$ cat src/rtl/psddiv_arbiter.sv
// psddiv_arbiter: round-robin front end that shares one sequential divider core
// among NREQ requesters, sequencing start/stop pulses and returning tagged results.
module psddiv_arbiter #(
  parameter int NREQ        = 4,
  parameter int WIDTH       = 32,
  parameter int ITERATIONS  = 32,
  parameter int RESULT_WAIT = 1
) (
  input  logic                    clock,
  input  logic                    reset,
  input  logic [NREQ-1:0]         req_valid,
  output logic [NREQ-1:0]         req_ready,
  input  logic [NREQ*WIDTH-1:0]   req_dividend,
  input  logic [NREQ*WIDTH-1:0]   req_divisor,
  output logic                    div_start,
  output logic                    div_stop,
  output logic [WIDTH-1:0]        div_dividend,
  output logic [WIDTH-1:0]        div_divisor,
  input  logic [WIDTH-1:0]        div_quotient,
  input  logic [WIDTH-1:0]        div_rest,
  output logic                    resp_valid,
  input  logic                    resp_ready,
  output logic [$clog2(NREQ)-1:0] resp_id,
  output logic [WIDTH-1:0]        resp_quotient,
  output logic [WIDTH-1:0]        resp_rest,
  output logic                    resp_divzero,
  output logic                    busy
);
  localparam int IDW     = $clog2(NREQ);
  localparam int CNT_MAX = (ITERATIONS > RESULT_WAIT) ? ITERATIONS : RESULT_WAIT;
  localparam int CW      = $clog2(CNT_MAX + 1);
  localparam logic [CW-1:0]  ITER_LAST = CW'(ITERATIONS - 1);
  localparam logic [CW-1:0]  WAIT_LAST = CW'(RESULT_WAIT - 1);
  localparam logic [IDW-1:0] LAST_ID   = IDW'(NREQ - 1);

  typedef enum logic [2:0] {
    ST_IDLE = 3'd0,
    ST_LOAD = 3'd1,
    ST_RUN  = 3'd2,
    ST_STOP = 3'd3,
    ST_WAIT = 3'd4,
    ST_RESP = 3'd5
  } state_t;

  state_t           state_r, state_next_s;
  logic [CW-1:0]    cnt_r, cnt_next_s;
  logic [IDW-1:0]   ptr_r;
  logic [IDW-1:0]   grant_id_s;
  logic             grant_found_s;
  logic             accept_s;
  logic             divzero_s;
  logic             wait_done_s;
  logic [WIDTH-1:0] sel_dividend_s;
  logic [WIDTH-1:0] sel_divisor_s;

  // Round-robin search: descending loop so the lowest offset from the pointer wins.
  always_comb begin
    grant_found_s = 1'b0;
    grant_id_s    = '0;
    for (int k = NREQ - 1; k >= 0; k--) begin
      int  idx;
      logic hit;
      idx           = int'(ptr_r) + k;
      idx           = (idx >= NREQ) ? idx - NREQ : idx;
      hit           = req_valid[IDW'(idx)];
      grant_id_s    = hit ? IDW'(idx) : grant_id_s;
      grant_found_s = grant_found_s | hit;
    end
  end

  assign accept_s       = (state_r == ST_IDLE) && grant_found_s && !reset;
  assign req_ready      = accept_s ? ({{(NREQ-1){1'b0}}, 1'b1} << grant_id_s) : '0;
  assign sel_dividend_s = req_dividend[grant_id_s*WIDTH +: WIDTH];
  assign sel_divisor_s  = req_divisor[grant_id_s*WIDTH +: WIDTH];
  assign divzero_s      = (sel_divisor_s == {WIDTH{1'b0}});
  assign wait_done_s    = (state_r == ST_WAIT) && (cnt_r == WAIT_LAST);

  // Next-state and iteration/wait counter logic.
  always_comb begin
    state_next_s = state_r;
    cnt_next_s   = cnt_r;
    case (state_r)
      ST_IDLE: begin
        if (accept_s) begin
          state_next_s = divzero_s ? ST_RESP : ST_LOAD;
        end else begin
          state_next_s = ST_IDLE;
        end
      end
      ST_LOAD: begin
        state_next_s = ST_RUN;
        cnt_next_s   = '0;
      end
      ST_RUN: begin
        if (cnt_r == ITER_LAST) begin
          state_next_s = ST_STOP;
          cnt_next_s   = '0;
        end else begin
          cnt_next_s   = cnt_r + 1'b1;
        end
      end
      ST_STOP: begin
        state_next_s = ST_WAIT;
        cnt_next_s   = '0;
      end
      ST_WAIT: begin
        if (wait_done_s) begin
          state_next_s = ST_RESP;
        end else begin
          cnt_next_s   = cnt_r + 1'b1;
        end
      end
      ST_RESP: begin
        if (resp_ready) begin
          state_next_s = ST_IDLE;
        end else begin
          state_next_s = ST_RESP;
        end
      end
      default: begin
        state_next_s = ST_IDLE;
        cnt_next_s   = '0;
      end
    endcase
  end

  // State and counter registers.
  always_ff @(posedge clock) begin
    if (reset) begin
      state_r <= ST_IDLE;
      cnt_r   <= '0;
    end else begin
      state_r <= state_next_s;
      cnt_r   <= cnt_next_s;
    end
  end

  // Registered outputs: control pulses decoded from the next state, operand and result capture.
  always_ff @(posedge clock) begin
    if (reset) begin
      ptr_r         <= '0;
      div_start     <= 1'b0;
      div_stop      <= 1'b0;
      busy          <= 1'b0;
      resp_valid    <= 1'b0;
      div_dividend  <= '0;
      div_divisor   <= '0;
      resp_id       <= '0;
      resp_quotient <= '0;
      resp_rest     <= '0;
      resp_divzero  <= 1'b0;
    end else begin
      div_start  <= (state_next_s == ST_LOAD);
      div_stop   <= (state_next_s == ST_STOP);
      busy       <= (state_next_s != ST_IDLE);
      resp_valid <= (state_next_s == ST_RESP);
      if (accept_s) begin
        div_dividend <= sel_dividend_s;
        div_divisor  <= sel_divisor_s;
        resp_id      <= grant_id_s;
        ptr_r        <= (grant_id_s == LAST_ID) ? '0 : grant_id_s + 1'b1;
        // Zero divisor never touches the core; answer is fixed here.
        if (divzero_s) begin
          resp_quotient <= {WIDTH{1'b1}};
          resp_rest     <= sel_dividend_s;
          resp_divzero  <= 1'b1;
        end
      end else if (wait_done_s) begin
        resp_quotient <= div_quotient;
        resp_rest     <= div_rest;
        resp_divzero  <= 1'b0;
      end
    end
  end
endmodule
$ cat config.mk
export PLATFORM = sky130hd
export DESIGN_NAME = psddiv_arbiter
export DESIGN_NICKNAME = d
export VERILOG_FILES = /design/src/rtl/psddiv_arbiter.sv
export SDC_FILE = /design/constraint.sdc
export NUM_CORES = 1
export LEC_CHECK = 0
export CORE_AREA = 2 2 181 183
export CTS_BUF_LIST = sky130_fd_sc_hd__clkbuf_2 sky130_fd_sc_hd__clkbuf_4 sky130_fd_sc_hd__clkbuf_8
export DETAILED_ROUTE_END_ITERATION = 6
export DIE_AREA = 0 0 183 185
export GPL_ROUTABILITY_DRIVEN = 0
export PLACE_DENSITY_LB_ADDON = 0.08
export SLEW_MARGIN = 10
export SYNTH_ARGS = -nofsm -noshare
export SYNTH_HDL_FRONTEND = slang
export SYNTH_SLANG_ARGS = --single-unit
$ cat constraint.sdc
create_clock -name clock -period 4.1 [get_ports clock]
set_input_delay 0.82 -clock clock [delete_from_list [all_inputs] [get_ports clock]]
set_output_delay 0.82 -clock clock [all_outputs]
set_load 0.01 [all_outputs]
==> flow_summary_export.csv <==
group,metric,value,unit
timing,slew_viol_final,0,
detailed_routing,wl_met2,18.8,mm
synthesis,ys_types,43,
synthesis,synthesis.area,8370,um2
timing,tns,0,ns
timing,setup_slack,0.102,ns
clock_tree,cts.clk_slew.worst_paths,0.09,ns
synthesis,ys_ff_latch,146,
detailed_routing,wl,38.7,mm
synthesis,synth-adder-area-share,0.897,%
min_path,hold_depth,2,
timing,finalSetupViolCount,0,
floorplan,start_util,26.1,%
finish,layout.nets,1882,
finish,finalInstanceArea,14000,um2
grt,grt_pass1_vias,9617,
critical_path,required,3.28,ns
finish,drive_above_1_share,10.1,%
clock_tree,numCtsBuffers,17,
detailed_routing,drt-met1-wl,16.4,mm
detailed_routing,wl_per_cell,19.7,um
timing,finClkSkew,0.0160,ns
synthesis,ys_warn_count,0,
clock_tree,clock_path_buffers,2,
grt,antenna_found_initial,1,
detailed_routing,drc,0,
power_and_ir_drop,total_power,5.74,mW
clock_tree,htree_levels,4,
clock_tree,clockRootBuffer,"clkbuf_8",
clock_tree,clock_sinks,146,
critical_path,worst_r2r_endpoint,"div_start$_SDFF_PP0_",
critical_path,worstSetupEndpointType,"output port",
floorplan,dieHeight,185,um
grt,grt_max_degree,85,
power_and_ir_drop,leakage,5.15,nW
synthesis,synth_xor_area_share,0.314,%
critical_path,r2r_start,"ptr_r[1]$_SDFFE_PP0P_",
finish,post-route-util,43.5,%
timing,period_minus_slack,4.00,ns
timing,rsz0062_at_grt,"false",
critical_path,timing.reg2reg.setup_slack,0.86,ns
timing,finalHoldViolCount,0,
grt,gr-usage-all-layers,22.1,%
critical_path,critPathArrivalTime,3.18,ns
timing,relSlewSlack,32.4,%
synthesis,syn_nets,1468,
critical_path,critPathMaxFanout,22,
synthesis,synth-edff-count,0,
grt,overflow,0,
power_and_ir_drop,powerDensity,412,nW/um2
synthesis,synthFlopType,"dfxtp_1",
place,dpl-instance-area,13600,um2
timing,worst_pin_slew,1.01,ns
run,cap_viol_max_count,0,
synthesis,synth_top_family_by_area,"simple AND/OR/NAND/NOR gates",
synthesis,postSynth.asyncResetShare,0,%
finish,n_antenna_cell,0,
grt,grt_pass1_wl,57.6,mm
min_path,hold_end,"div_dividend[0]$_SDFFE_PP0P_",
floorplan,pin_count,466,
floorplan,rows,66,
floorplan,die_x,183,um
critical_path,r2r_cells,11,
run_status,status,"completed",
synthesis,syn_inst,1135,
min_path,min_from,"div_dividend[0]$_SDFFE_PP0P_",
timing,timing.final.crit_share,97.5,%
detailed_routing,first_iter_violations,636,
place,place_ws,-0.0241,ns
place,numPortBuffers,465,
critical_path,worstSetupPathType,"in -> out",
detailed_routing,vias,9854,
finish,syn2layout_area_growth,66.7,%
power_and_ir_drop,vdd_ir_drop_max,0.226,mV
critical_path,crit_path_start,"req_valid[0]",
clock_tree,insertion_delay,0.45,ns
clock_tree,cts_tree,"yes",
synthesis,synth_compound_area_share,22.5,%
detailed_routing,drtPass1Iterations,5,
critical_path,start_kind,"input pin",
floorplan,fp.dieArea,33900,um2
synthesis,syn_avg_cell_area,7.38,um2
clock_tree,cts_setup_buffers,0,
detailed_routing,vias_per_cell,5.00,
synthesis,synth_simple_gate_area_share,34.4,%
place,hpwl,29.0,mm
min_path,hp-class,"reg -> reg",
detailed_routing,highest_layer,"met5",
finish,fillerInstances,3205,
synthesis,ys_seq_area_share,34.9,%
detailed_routing,wl_met3,2.72,mm
floorplan,core,32000,um2
detailed_routing,antenna_left,0,
synthesis,synthMuxAreaShare,0.135,%
timing,fmax,250,MHz
## worst max-delay path, cell delays in order
cell and delay (ns):
clkdlybuf4s50_1 0.53, nand2_1 0.12, a211o_2 0.41, buf_12 0.17, nand2_2 0.16, inv_2 0.10, ha_1 0.19, and2_1 0.16
clkdlybuf4s50_1 0.50
## flip-flops by register name (all words and copies together), names as in the netlist
name / flops
resp_divzero: 1
div_stop: 1
resp_quotient: 32
cnt_r: 6
state_r: 3
div_start: 1
div_dividend: 32
resp_id: 2
div_divisor: 32
resp_rest: 32
resp_valid: 1
busy: 1
ptr_r: 2
## cell families after synthesis
logic type	Yosys count
muxes	1
DFF	146
AOI/OAI and AO/OA	251
buffers and inverters	123
xor gates and xnor gates	3
and+or+nand+nor	605
adders and majority gates	6
## cells in the final DEF (no fill, tap or decap), types with 5 or more instances in the layout
master | netlist | routed
clkbuf_8 | 0 | 18
a22oi_1 | 15 | 15
ha_1 | 6 | 6
a211oi_2 | 50 | 49
nand4_1 | 8 | 8
nor3b_1 | 15 | 15
clkinv_4 | 0 | 5
nor2_1 | 45 | 45
nor3_1 | 66 | 65
nand3_1 | 238 | 238
a21oi_1 | 42 | 41
nand2_1 | 190 | 189
inv_1 | 8 | 7
o21ai_0 | 67 | 67
a211oi_1 | 18 | 18
a21boi_0 | 33 | 32
buf_4 | 2 | 31
clkdlybuf4s50_1 | 0 | 462
a31o_2 | 15 | 15
dfxtp_1 | 146 | 146
nand3b_1 | 21 | 21
and2_1 | 5 | 5
buf_12 | 0 | 13
## layer usage
layer	vias to the layer above	track usage (%)
met5	-	0
met4	2	6.34
met3	40	5.86
met2	365	37.5
met1	4570	27.5
li1	4877	-
## worst max path at each step
stage	to	slack, ns	cells past startpoint
after global routing	req_ready[2]	0.01	9
after floorplan	req_ready[3]	0.80	7
after detailed placement	div_start$_SDFF_PP0_	-0.02	12
after CTS	req_ready[1]	0.04	10
final	req_ready[2]	0.10	9
after global placement	div_start$_SDFF_PP0_	0.03	12
## power breakdown
group | switching (mW) | internal (mW) | total, mW | leakage, nW
clock | 0.639 | 0.518 | 1.16 | 0.200
combinational | 1.55 | 1.28 | 2.84 | 3.76
sequential | 0.127 | 1.62 | 1.75 | 1.19
## metrics by stage
step	cells	hold slack (ns)
after floorplan	1135	0.462
after global placement	1938	0.441
after detailed placement	1938	0.449
after CTS	1970	0.462
after global routing	1970	0.483
final	1970	0.460
## timing repair
| action | in CTS | in global routing |
|---|---|---|
| gates resized for setup | 0 | 3 |
| hold buffers | 0 | 0 |
| setup endpoints to repair | 0 | 3 |
## area by class of cell
type                    count  area (um2)  area share [%]
flip-flops and latches    146        2920            20.9
inverters                   9        33.8           0.242
well taps                 408         510            3.66
clock buffers              18         248            1.78
repair buffers            509        5150            36.9
multi-input cells         866        4940            35.4
clock inverters            14         146            1.05
## cells in the mapped netlist (all sizes together), types with 3 or more instances
cell    count  area, um2
a211oi     68        761
a21boi     33        248
a21oi      42        210
a22oi      15        113
a31o       15        131
and2        5       31.3
and3        3       18.8
buf        40        254
clkbuf     74        278
dfxtp     146       2920
ha          6       75.1
inv         9       33.8
nand2     190        713
nand2b      4       25.0
nand3     238       1190
nand3b     21        158
nand4       8       50.1
nor2       45        169
nor2b       5       38.8
nor3       66        330
nor3b      15        113
nor4        3       33.8
o21ai      67        335
xor2        3       26.3
Power figures use the tool's default switching activity.
